$ cat src/rtl/core_register_scoreboard_if.sv
// core_register_scoreboard_if
//   Bundles the issue/writeback/lookup signals of the register hazard scoreboard.
//   master : issue-stage side (drives requests, lookups and releases)
//   slave  : the scoreboard itself (returns tag, ack, hazards and status)
//   Signals:
//     iREFRESH                            flush all outstanding entries
//     iALLOC_VALID/SYSREG/REGISTER/PC     new outstanding write request
//     oALLOC_TAG, oALLOC_ACK              tag granted / request accepted
//     iWB_VALID, iWB_TAG                  writeback release by tag
//     iSRCn_VALID/SYSREG/REGISTER         operand lookup, n = 0,1
//     oSRCn_HAZARD                        lookup hit on an outstanding write
//     oFULL, oEMPTY, oCOUNT, oOLDEST_PC   occupancy status and oldest PC
interface core_register_scoreboard_if #(
    parameter int P_DEPTH = 4,
    parameter int P_TAG_W = 2,
    parameter int P_REG_W = 5,
    parameter int P_CNT_W = 3
);
    logic               iREFRESH;
    logic               iALLOC_VALID;
    logic               iALLOC_SYSREG;
    logic [P_REG_W-1:0] iALLOC_REGISTER;
    logic [31:0]        iALLOC_PC;
    logic [P_TAG_W-1:0] oALLOC_TAG;
    logic               oALLOC_ACK;
    logic               iWB_VALID;
    logic [P_TAG_W-1:0] iWB_TAG;
    logic               iSRC0_VALID;
    logic               iSRC0_SYSREG;
    logic [P_REG_W-1:0] iSRC0_REGISTER;
    logic               oSRC0_HAZARD;
    logic               iSRC1_VALID;
    logic               iSRC1_SYSREG;
    logic [P_REG_W-1:0] iSRC1_REGISTER;
    logic               oSRC1_HAZARD;
    logic               oFULL;
    logic               oEMPTY;
    logic [P_CNT_W-1:0] oCOUNT;
    logic [31:0]        oOLDEST_PC;

    modport master (
        output iREFRESH, iALLOC_VALID, iALLOC_SYSREG, iALLOC_REGISTER, iALLOC_PC,
               iWB_VALID, iWB_TAG,
               iSRC0_VALID, iSRC0_SYSREG, iSRC0_REGISTER,
               iSRC1_VALID, iSRC1_SYSREG, iSRC1_REGISTER,
        input  oALLOC_TAG, oALLOC_ACK, oSRC0_HAZARD, oSRC1_HAZARD,
               oFULL, oEMPTY, oCOUNT, oOLDEST_PC
    );

    modport slave (
        input  iREFRESH, iALLOC_VALID, iALLOC_SYSREG, iALLOC_REGISTER, iALLOC_PC,
               iWB_VALID, iWB_TAG,
               iSRC0_VALID, iSRC0_SYSREG, iSRC0_REGISTER,
               iSRC1_VALID, iSRC1_SYSREG, iSRC1_REGISTER,
        output oALLOC_TAG, oALLOC_ACK, oSRC0_HAZARD, oSRC1_HAZARD,
               oFULL, oEMPTY, oCOUNT, oOLDEST_PC
    );
endinterface

$ cat src/rtl/core_register_scoreboard.sv
// core_register_scoreboard
//   Issue-stage hazard scoreboard. Tracks up to P_DEPTH outstanding destination
//   writes (GPR or SYSREG), one entry per write, addressed by an index tag.
//   Two source operands are looked up every cycle; writeback releases by tag;
//   iREFRESH flushes everything.
//   Ports:
//     iCLOCK   core clock, all state on rising edge
//     iRESET   asynchronous active-high reset
//     bus      core_register_scoreboard_if.slave (alloc / release / lookup / status)
//
//   Age tracking: each entry holds its rank among valid entries (0 = oldest).
//   A release decrements the rank of every younger valid entry, so ranks stay
//   dense and the oldest entry is always the one with rank 0.

// One scoreboard entry: state, age rank and the two operand comparators.
module core_register_scoreboard_entry #(
    parameter int P_TAG_W = 2,
    parameter int P_REG_W = 5
)(
    input  logic               iCLOCK,
    input  logic               iRESET,
    input  logic               iRefresh,
    input  logic               iAlloc,        // this entry is allocated this cycle
    input  logic [P_TAG_W-1:0] iAllocAge,
    input  logic               iAllocSysreg,
    input  logic [P_REG_W-1:0] iAllocRegister,
    input  logic [31:0]        iAllocPc,
    input  logic               iRelease,      // this entry is released this cycle
    input  logic               iReleaseAny,   // some valid entry is released this cycle
    input  logic [P_TAG_W-1:0] iReleaseAge,   // rank of the entry being released
    input  logic               iSrc0Sysreg,
    input  logic [P_REG_W-1:0] iSrc0Register,
    input  logic               iSrc1Sysreg,
    input  logic [P_REG_W-1:0] iSrc1Register,
    output logic               oValid,
    output logic [P_TAG_W-1:0] oAge,
    output logic [31:0]        oPc,
    output logic               oMatch0,
    output logic               oMatch1
);
    logic               valid;
    logic               sysreg;
    logic [P_REG_W-1:0] register;
    logic [31:0]        pc;
    logic [P_TAG_W-1:0] age;

    always_ff @(posedge iCLOCK or posedge iRESET) begin
        if (iRESET) begin
            valid    <= 1'b0;
            sysreg   <= 1'b0;
            register <= '0;
            pc       <= '0;
            age      <= '0;
        end else if (iRefresh) begin
            valid <= 1'b0;
            age   <= '0;
        end else if (iAlloc) begin
            valid    <= 1'b1;
            sysreg   <= iAllocSysreg;
            register <= iAllocRegister;
            pc       <= iAllocPc;
            age      <= iAllocAge;
        end else if (iRelease) begin
            valid <= 1'b0;
            age   <= '0;
        end else if (valid && iReleaseAny && (age > iReleaseAge)) begin
            // An older entry left: close the gap in the age order.
            age <= age - 1'b1;
        end
    end

    assign oValid  = valid;
    assign oAge    = age;
    assign oPc     = pc;
    assign oMatch0 = valid && (sysreg == iSrc0Sysreg) && (register == iSrc0Register);
    assign oMatch1 = valid && (sysreg == iSrc1Sysreg) && (register == iSrc1Register);
endmodule

module core_register_scoreboard #(
    parameter int P_DEPTH = 4,
    parameter int P_TAG_W = 2,
    parameter int P_REG_W = 5,
    parameter int P_CNT_W = 3
)(
    input  logic iCLOCK,
    input  logic iRESET,
    core_register_scoreboard_if.slave bus
);
    logic [P_DEPTH-1:0]              entryValid;
    logic [P_DEPTH-1:0][P_TAG_W-1:0] entryAge;
    logic [P_DEPTH-1:0][31:0]        entryPc;
    logic [P_DEPTH-1:0]              match0;
    logic [P_DEPTH-1:0]              match1;

    logic [P_CNT_W-1:0] count;
    logic [P_CNT_W-1:0] ageBase;
    logic [P_TAG_W-1:0] freeTag;
    logic [P_TAG_W-1:0] allocAge;
    logic [P_TAG_W-1:0] releaseAge;
    logic [31:0]        oldestPc;
    logic               full;
    logic               allocAck;
    logic               doAlloc;
    logic               relHit;
    logic               doRelease;

    assign full     = (count == P_CNT_W'(P_DEPTH));
    assign allocAck = bus.iALLOC_VALID && !full;

    // Flush drops any alloc/release of the same cycle; ack stays purely !full.
    assign doAlloc   = allocAck && !bus.iREFRESH;
    // Releasing an entry that is not valid changes nothing.
    assign relHit    = bus.iWB_VALID && entryValid[bus.iWB_TAG];
    assign doRelease = relHit && !bus.iREFRESH;

    // Lowest free entry from registered state, so a same-cycle release is never reused.
    always_comb begin
        freeTag = '0;
        for (int i = P_DEPTH - 1; i >= 0; i--) begin
            if (!entryValid[i]) freeTag = P_TAG_W'(i);
        end
    end

    assign releaseAge = entryAge[bus.iWB_TAG];

    // New entry is youngest: its rank is the number of entries still valid after this edge.
    assign ageBase  = count - P_CNT_W'(doRelease);
    assign allocAge = ageBase[P_TAG_W-1:0];

    for (genvar g = 0; g < P_DEPTH; g++) begin : gEntry
        core_register_scoreboard_entry #(
            .P_TAG_W (P_TAG_W),
            .P_REG_W (P_REG_W)
        ) uEntry (
            .iCLOCK         (iCLOCK),
            .iRESET         (iRESET),
            .iRefresh       (bus.iREFRESH),
            .iAlloc         (doAlloc && (freeTag == P_TAG_W'(g))),
            .iAllocAge      (allocAge),
            .iAllocSysreg   (bus.iALLOC_SYSREG),
            .iAllocRegister (bus.iALLOC_REGISTER),
            .iAllocPc       (bus.iALLOC_PC),
            .iRelease       (doRelease && (bus.iWB_TAG == P_TAG_W'(g))),
            .iReleaseAny    (doRelease),
            .iReleaseAge    (releaseAge),
            .iSrc0Sysreg    (bus.iSRC0_SYSREG),
            .iSrc0Register  (bus.iSRC0_REGISTER),
            .iSrc1Sysreg    (bus.iSRC1_SYSREG),
            .iSrc1Register  (bus.iSRC1_REGISTER),
            .oValid         (entryValid[g]),
            .oAge           (entryAge[g]),
            .oPc            (entryPc[g]),
            .oMatch0        (match0[g]),
            .oMatch1        (match1[g])
        );
    end

    always_ff @(posedge iCLOCK or posedge iRESET) begin
        if (iRESET) begin
            count <= '0;
        end else if (bus.iREFRESH) begin
            count <= '0;
        end else if (doAlloc && !doRelease) begin
            count <= count + 1'b1;
        end else if (!doAlloc && doRelease) begin
            count <= count - 1'b1;
        end
    end

    always_comb begin
        oldestPc = '0;
        for (int i = 0; i < P_DEPTH; i++) begin
            if (entryValid[i] && (entryAge[i] == '0)) oldestPc = entryPc[i];
        end
    end

    assign bus.oALLOC_TAG   = freeTag;
    assign bus.oALLOC_ACK   = allocAck;
    assign bus.oSRC0_HAZARD = bus.iSRC0_VALID && (|match0);
    assign bus.oSRC1_HAZARD = bus.iSRC1_VALID && (|match1);
    assign bus.oFULL        = full;
    assign bus.oEMPTY       = (count == '0);
    assign bus.oCOUNT       = count;
    assign bus.oOLDEST_PC   = oldestPc;
endmodule
$ cat src/flat_wrapper.sv
// flat-port wrapper written by rule: the top's interface ports become plain ports
module core_register_scoreboard_flat 
#(
    parameter int P_DEPTH = 4,
    parameter int P_TAG_W = 2,
    parameter int P_REG_W = 5,
    parameter int P_CNT_W = 3
)
  (iCLOCK, iRESET, bus_iREFRESH, bus_iALLOC_VALID, bus_iALLOC_SYSREG, bus_iALLOC_REGISTER, bus_iALLOC_PC, bus_iWB_VALID, bus_iWB_TAG, bus_iSRC0_VALID, bus_iSRC0_SYSREG, bus_iSRC0_REGISTER, bus_iSRC1_VALID, bus_iSRC1_SYSREG, bus_iSRC1_REGISTER, bus_oALLOC_TAG, bus_oALLOC_ACK, bus_oSRC0_HAZARD, bus_oSRC1_HAZARD, bus_oFULL, bus_oEMPTY, bus_oCOUNT, bus_oOLDEST_PC);
  core_register_scoreboard_if #(.P_DEPTH(P_DEPTH), .P_TAG_W(P_TAG_W), .P_REG_W(P_REG_W), .P_CNT_W(P_CNT_W)) bus_i ();
  input  logic iCLOCK;
  input  logic iRESET;
  input wire logic [$bits(bus_i.iREFRESH)-1:0] bus_iREFRESH;
  input wire logic [$bits(bus_i.iALLOC_VALID)-1:0] bus_iALLOC_VALID;
  input wire logic [$bits(bus_i.iALLOC_SYSREG)-1:0] bus_iALLOC_SYSREG;
  input wire logic [$bits(bus_i.iALLOC_REGISTER)-1:0] bus_iALLOC_REGISTER;
  input wire logic [$bits(bus_i.iALLOC_PC)-1:0] bus_iALLOC_PC;
  input wire logic [$bits(bus_i.iWB_VALID)-1:0] bus_iWB_VALID;
  input wire logic [$bits(bus_i.iWB_TAG)-1:0] bus_iWB_TAG;
  input wire logic [$bits(bus_i.iSRC0_VALID)-1:0] bus_iSRC0_VALID;
  input wire logic [$bits(bus_i.iSRC0_SYSREG)-1:0] bus_iSRC0_SYSREG;
  input wire logic [$bits(bus_i.iSRC0_REGISTER)-1:0] bus_iSRC0_REGISTER;
  input wire logic [$bits(bus_i.iSRC1_VALID)-1:0] bus_iSRC1_VALID;
  input wire logic [$bits(bus_i.iSRC1_SYSREG)-1:0] bus_iSRC1_SYSREG;
  input wire logic [$bits(bus_i.iSRC1_REGISTER)-1:0] bus_iSRC1_REGISTER;
  output wire logic [$bits(bus_i.oALLOC_TAG)-1:0] bus_oALLOC_TAG;
  output wire logic [$bits(bus_i.oALLOC_ACK)-1:0] bus_oALLOC_ACK;
  output wire logic [$bits(bus_i.oSRC0_HAZARD)-1:0] bus_oSRC0_HAZARD;
  output wire logic [$bits(bus_i.oSRC1_HAZARD)-1:0] bus_oSRC1_HAZARD;
  output wire logic [$bits(bus_i.oFULL)-1:0] bus_oFULL;
  output wire logic [$bits(bus_i.oEMPTY)-1:0] bus_oEMPTY;
  output wire logic [$bits(bus_i.oCOUNT)-1:0] bus_oCOUNT;
  output wire logic [$bits(bus_i.oOLDEST_PC)-1:0] bus_oOLDEST_PC;
  assign bus_i.iREFRESH = bus_iREFRESH;
  assign bus_i.iALLOC_VALID = bus_iALLOC_VALID;
  assign bus_i.iALLOC_SYSREG = bus_iALLOC_SYSREG;
  assign bus_i.iALLOC_REGISTER = bus_iALLOC_REGISTER;
  assign bus_i.iALLOC_PC = bus_iALLOC_PC;
  assign bus_i.iWB_VALID = bus_iWB_VALID;
  assign bus_i.iWB_TAG = bus_iWB_TAG;
  assign bus_i.iSRC0_VALID = bus_iSRC0_VALID;
  assign bus_i.iSRC0_SYSREG = bus_iSRC0_SYSREG;
  assign bus_i.iSRC0_REGISTER = bus_iSRC0_REGISTER;
  assign bus_i.iSRC1_VALID = bus_iSRC1_VALID;
  assign bus_i.iSRC1_SYSREG = bus_iSRC1_SYSREG;
  assign bus_i.iSRC1_REGISTER = bus_iSRC1_REGISTER;
  assign bus_oALLOC_TAG = bus_i.oALLOC_TAG;
  assign bus_oALLOC_ACK = bus_i.oALLOC_ACK;
  assign bus_oSRC0_HAZARD = bus_i.oSRC0_HAZARD;
  assign bus_oSRC1_HAZARD = bus_i.oSRC1_HAZARD;
  assign bus_oFULL = bus_i.oFULL;
  assign bus_oEMPTY = bus_i.oEMPTY;
  assign bus_oCOUNT = bus_i.oCOUNT;
  assign bus_oOLDEST_PC = bus_i.oOLDEST_PC;
  core_register_scoreboard #(.P_DEPTH(P_DEPTH), .P_TAG_W(P_TAG_W), .P_REG_W(P_REG_W), .P_CNT_W(P_CNT_W)) u_core (.iCLOCK(iCLOCK), .iRESET(iRESET), .bus(bus_i));
endmodule
$ cat config.mk
export PLATFORM = sky130hd
export DESIGN_NAME = core_register_scoreboard_flat
export DESIGN_NICKNAME = d
export VERILOG_FILES = /design/src/rtl/core_register_scoreboard_if.sv /design/src/rtl/core_register_scoreboard.sv /design/src/flat_wrapper.sv
export SDC_FILE = /design/constraint.sdc
export NUM_CORES = 1
export LEC_CHECK = 0
export ABC_CLOCK_PERIOD_IN_PS = 9200
export CAP_MARGIN = 25
export CORE_MARGIN = 3
export CORE_UTILIZATION = 58
export DETAILED_ROUTE_END_ITERATION = 8
export PLACE_DENSITY = 0.82
export SYNTH_ARGS = -nofsm -noshare
export SYNTH_HDL_FRONTEND = slang
export SYNTH_SLANG_ARGS = --single-unit
$ cat constraint.sdc
create_clock -name iCLOCK -period 9.2 [get_ports iCLOCK]
set_input_delay 1.38 -clock iCLOCK [delete_from_list [all_inputs] [get_ports iCLOCK]]
set_output_delay 1.38 -clock iCLOCK [all_outputs]
set_load 0.02 [all_outputs]
**After elaboration in Yosys (flattened, before gate mapping)**

Index checks and enable logic that the tools add are counted.

- Memories kept: 0
- Input bits: 59
- Latch bits: 0
- Bits in writable memories: 0
- Register bits after elaboration: 167
- Logic and storage cells: 170
- Memory bits (read-only): 0
- Output and inout port bits: 42

- Equality and inequality tests: 23
- Shifts and indexed selects: 0
- Muxes and demuxes: 43
- Reduce and logical (&&, ||, !) cells: 70
- $lt $le $gt $ge: 5
- Divide/modulo/power cells: 0
- $mul: 0
- $add $sub $neg: 7
- Bitwise logic cells: 1

Operator list:

| operator | number |
|---|---|
| $mux W32 | 4 |
| $logic_and A1 B1 Y1 | 44 |
| $mux W2 | 21 |
| $eq A5 B5 Y1 | 8 |
| $reduce_bool A4 Y1 | 4 |
| $reduce_bool A3 Y1 | 5 |
| $mux W1 | 13 |
| $logic_not A2 Y1 | 6 |
| $mux W3 | 3 |
| $eq A1 B1 Y1 | 8 |
| $eq A2 B2 Y1 const B | 4 |
| $gt A2 B2 Y1 | 4 |
| $reduce_and A2 Y1 | 4 |
| $reduce_or A4 Y1 | 2 |
| $sub A2 B1 Y2 const B | 4 |
| $bmux W2 S2 | 1 |
| $eq A2 B1 Y1 const B | 2 |
| $logic_not A1 Y1 | 4 |
| $add A3 B1 Y3 const B | 1 |
| $eq A3 B3 Y1 const B | 1 |
| $logic_not A3 Y1 | 1 |
| $lt A2 B3 Y1 const B | 1 |
| $sub A3 B1 Y3 const B | 1 |
| $bmux W1 S2 | 1 |
| 2 further kinds | 2 |

**Longest topological paths before layout**

- Depth after elaboration: 10
- Depth in mapped cells: 9
- Depth with buffers taken out: 8

**Cells and area by module**

From an unflattened synthesis, not the netlist that was laid out.

- Cells, all modules: 685
- Area total of the unflattened synthesis: 8585.7 um^2

By module, submodules not included:

| module | times used | cells an instance | area an instance (um^2) | sequential area each (um^2) |
|---|---|---|---|---|
| core_register_scoreboard_entry | 4 | 120 | 1798.0 | 1026.0 |
| core_register_scoreboard | 1 | 205 | 1393.8 | 75.1 |

**Worst setup path after synthesis**

No wires, ideal clock.

- Path type: in2out
- Start point: in bus_iSRC1_SYSREG
- End point: out bus_oSRC1_HAZARD
- Stages on the path: 4
- Slack: 5.520 ns
- Arrival: 2.300 ns
- Buffers on the path: 1
- Required time: 7.820 ns
- Cells stage by stage: clkbuf_1 -> xor2_1 -> nor4_1 -> o41a_1

- Word-level cells in the longest chain between the ends: 5
- Elaborated cells on any way between the ends: 14
- Those cells by class: eq/ne: 4; reduce/logical: 10

Ends and longest elaborated chain:

| what | RTL line | RTL |
|---|---|---|
| start, declared | flat_wrapper.sv:24 | `input wire logic [$bits(bus_i.iSRC1_SYSREG)-1:0] bus_iSRC1_SYSREG;` |
| $eq A1 B1 Y1 | core_register_scoreboard.sv:76 | `assign oMatch1 = valid && (sysreg == iSrc1Sysreg) && (register == iSrc1Register);` |
| $logic_and A1 B1 Y1 (2 in series) | core_register_scoreboard.sv:76 |  |
| $reduce_or A4 Y1 * | core_register_scoreboard.sv:180 | `assign bus.oSRC1_HAZARD = bus.iSRC1_VALID && (\|match1);` |
| $logic_and A1 B1 Y1 * | core_register_scoreboard.sv:180 |  |
| end, declared | flat_wrapper.sv:29 | `output wire logic [$bits(bus_i.oSRC1_HAZARD)-1:0] bus_oSRC1_HAZARD;` |

Every way passes the cells marked *; elsewhere a longest branch is shown, timed or not.

**Worst setup path after layout**

- Start point: reg u_core.gEntry[1].uEntry.age[0]
- End point: out bus_oOLDEST_PC[0]

- Word-level cells in the longest chain between the ends: 5

Ends and longest elaborated chain:

| what | RTL line | RTL |
|---|---|---|
| start, declared | core_register_scoreboard.sv:45 | `logic [P_TAG_W-1:0] age;` |
| start signal, assigned | core_register_scoreboard.sv:62 | `age <= iAllocAge;` |
| start signal, assigned | core_register_scoreboard.sv:68 | `age <= age - 1'b1;` |
| $logic_not A2 Y1 | core_register_scoreboard.sv:173 | `if (entryValid[i] && (entryAge[i] == '0)) oldestPc = entryPc[i];` |
| $logic_and A1 B1 Y1 | core_register_scoreboard.sv:173 |  |
| $mux W32 (3 in series) | core_register_scoreboard.sv:173 |  |
| end, declared | flat_wrapper.sv:33 | `output wire logic [$bits(bus_i.oOLDEST_PC)-1:0] bus_oOLDEST_PC;` |

Every way passes these cells.

==> impl_metrics.csv <==
group,metric,value,unit
outcome,status,"completed",
cts,post-cts-setup-buffers,0,
die,die_w,127,um
timing,fmax,0.197,GHz
global_routing,grt_pass1_wl,32600,um
synth,syn-num-nets,756,
detailed_routing,via_count,5863,
synth,synth_warnings,0,
pwr,power.internal,1.71,mW
placement,post-dp-hpwl,12600,um
placement,gp_congestion,0.930,
die,fp.coreArea,14000,um2
cts,clk_pin_slew,60,ps
die,start_util,60.1,%
timing,skew,13.0,ps
synth,synth-async-reset-ratio,100,%
cells_and_area,stdcell_count,953,
worst_setup_path,worst-path-buf-inv,2,
synth,syn_inst,683,
synth,synth_area,8440,um2
cts,cts-root-buf,"clkbuf_16",
detailed_routing,wl_per_cell,20.8,um
timing,hold_violations,0,
synth,synth.most_common_cell,"dfrtp_1",
die,row_count,43,
synth,synth_common_cells,"167 x dfrtp_1, 114 x mux2_2, 67 x o21ai_0",
synth,avgSynthCellArea,12.4,um2
placement,portBuffers,100,
pwr,p_switching,691,uW
cts,clock_path_buffers,2,
synth,synth-seq-cells,167,
global_routing,antenna_found_initial,0,
timing,fin_setup_tns,0,ps
die,die_area,16000,um2
pwr,power,2.41,mW
detailed_routing,dr_wl_met3,1130,um
synth,synth_edf_count,0,
global_routing,grt_usage,25.4,%
placement,dp_cells,920,
detailed_routing,drtAntennaViolNets,0,
timing,min_period,5090,ps
synth,yosysTopAreaCellShare,49.5,%
synth,yosysTopAreaCell,"dfrtp_1",
worst_setup_path,crit_path_end_kind,"output pin",
pwr,p_leak,4.48,nW
cts,clock_latency,420,ps
global_routing,grt_max_degree,99,
worst_setup_path,crit_arrival,3710,ps
pwr,comb_power_share,24.9,%
worst_setup_path,crit_path_max_incr_delay,830,ps
synth,ys_top_cells_by_area,"dfrtp_1 50%, mux2_2 15%, mux2_4 6.4%",
worst_setup_path,start_kind,"flop",
pwr,swShare,28.7,%
detailed_routing,viasPerCell,6.15,
die,io_pins,101,
detailed_routing,met1Wirelength,8480,um
pwr,irDropWorstVdd,171,uV
cells_and_area,fill_cells,918,
detailed_routing,wl,19900,um
cells_and_area,n_antenna_cell,0,
cells_and_area,nets,833,
worst_setup_path,cp_max_fo,33,
detailed_routing,drc_errors,0,
cells_and_area,drive_gt1_share,26.1,%
detailed_routing,drtPass1Iterations,7,
pwr,seqPwrFrac,44.5,%
cts,cts-resized-gates,0,
cells_and_area,area_growth,20.3,%
worst_setup_path,path_common_cell,"o21ai_0",
worst_setup_path,cp_cell_sequence,"inv_1 -> ha_1 -> and2_2 -> nor2_4 -> a221o_1 -> o21ai_0 -> o21ai_0 -> clkdlybuf4s50_1",
worst_setup_path,required,7820,ps
pwr,powerDensity,237,nW/um2
cts,hold_buffers,0,
synth,synth_cell_type_count,48,
global_routing,grt_pass1_vias,6305,
job,max-cap-violations,0,
timing,maxSlewViolCount,0,
detailed_routing,dr_wl_met2,9870,um
timing,grt_setup_unrepaired,"false",
cts,clock_sinks,167,
global_routing,grt-ovfl-total,0,
timing,worst_slew_pin_slew,930,ps
hold_path,min_path_type,"flop to flop",
worst_setup_path,slowest_stage,"nor2_4",
timing,slew_headroom,38.0,%
detailed_routing,top_layer,"met4",
die,fp.dieH,127,um
timing,setup_violations,0,
pwr,pwr-share-clk,30.6,%
detailed_routing,initialDrtViolationCount,582,
worst_setup_path,cp_top_family,"simple AND/OR/NAND/NOR gates",
timing,fin_crit_sh,55.3,%
synth,seq_area_frac_synth,49.5,%
cts,cts_max_level,4,
worst_setup_path,crit_type,"flop to output pin",
cts,cts_tree,"done",
synth,ys.flop_type,"dfrtp_1",
cts,cts_buffers,17,
## final cells by class
cell class / count / area [um2] / share of cell area, %
sequential: 167 / 4180 / 41.2
multi-input combinational: 453 / 3970 / 39.1
timing repair buffer: 107 / 1110 / 10.9
clock buffer: 21 / 470 / 4.63
tap: 180 / 225 / 2.22
clock inverter: 11 / 144 / 1.42
inverter: 14 / 57.6 / 0.567
## kinds of logic (layout without fill, tap and decap cells)
| family | count (synthesis) | count (layout) | synth area share (%) |
|---|---|---|---|
| adders and majority gates | 14 | 14 | 2.16 |
| buffers and inverters | 63 | 153 | 3.65 |
| muxes | 156 | 156 | 22.7 |
| DFF | 167 | 167 | 49.5 |
| xor gates and xnor gates | 55 | 55 | 5.71 |
| AOI/OAI and AO/OA | 123 | 123 | 10.2 |
| and+or+nand+nor | 105 | 105 | 6.12 |
## sequential cells by signal, summed over array words and instances, names as in the netlist
register and count:
u_core.gEntry.uEntry.oValid 4, u_core.gEntry.uEntry.sysreg 4, u_core.gEntry.uEntry.oAge 8, u_core.gEntry.uEntry.oPc 128
u_core.gEntry.uEntry.register 20, u_core.bus.oCOUNT 3
## power by group through the flow
stage / Clock, mW / Combinational (mW) / Sequential, mW
finish: 0.736 / 0.600 / 1.07
global route: 0.775 / 0.650 / 1.09
CTS: 0.744 / 0.604 / 1.07
detailed placement: 0 / 0.595 / 1.07
global placement: 0 / 0.573 / 1.06
floorplan: 0 / 0.411 / 1.03
## path summary, 6_finish.rpt
check | from | to | slack [ps] | cells after the start
setup / recovery | u_core.gEntry[1].uEntry.oAge[0] | bus_oOLDEST_PC[0] | 4110 | 8
hold reg to reg | u_core.gEntry[2].uEntry.oPc[4] | u_core.gEntry[2].uEntry.oPc[4] | 500 | 1
hold / removal | u_core.gEntry[2].uEntry.oPc[4] | u_core.gEntry[2].uEntry.oPc[4] | 500 | 1
setup reg to reg | u_core.gEntry[2].uEntry.oValid | u_core.bus.oCOUNT[2] | 6500 | 7
min in group asynchronous | iRESET | u_core.gEntry[1].uEntry.oPc[12] | 1520 | 2
max in group asynchronous | iRESET | u_core.gEntry[3].uEntry.oAge[0] | 6260 | 3
## through the flow
| stage | worst slack, ps | util, % | area [um2] | hold WS (ps) |
|---|---|---|---|---|
| finish | 4110 | 72.3 | 10200 | 501 |
| detailed placement | 4550 | 67.7 | 9510 | 488 |
| CTS | 4150 | 72.1 | 10100 | 503 |
| global route | 3960 | 72.3 | 10200 | 509 |
| floorplan | 3300 | - | 8440 | 474 |
| global placement | 4550 | 67.4 | 9470 | 481 |
## layer usage
layer	GRT usage (%)	up-vias
li1	-	2631
met1	33.2	2986
met2	42.2	205
met3	5.94	41
met4	8.26	0
met5	0	-
## cells in the final DEF (no fill, tap or decap), types with 4 or more instances in the layout
cell type | Yosys | layout
xnor2_1 | 30 | 30
clkinv_2 | 0 | 4
clkbuf_16 | 0 | 17
o21ai_0 | 67 | 67
dfrtp_1 | 167 | 167
nand4_1 | 8 | 8
clkdlybuf4s50_1 | 0 | 100
nor2_1 | 6 | 5
nand2_1 | 53 | 53
nor4_1 | 8 | 8
xor2_1 | 25 | 25
mux2_4 | 36 | 36
nor2b_1 | 6 | 6
inv_1 | 14 | 13
buf_4 | 1 | 4
ha_1 | 13 | 13
a221o_1 | 32 | 32
mux2_2 | 114 | 114
nor3_1 | 5 | 5
No activity file was read; power rests on OpenSTA's default activity.
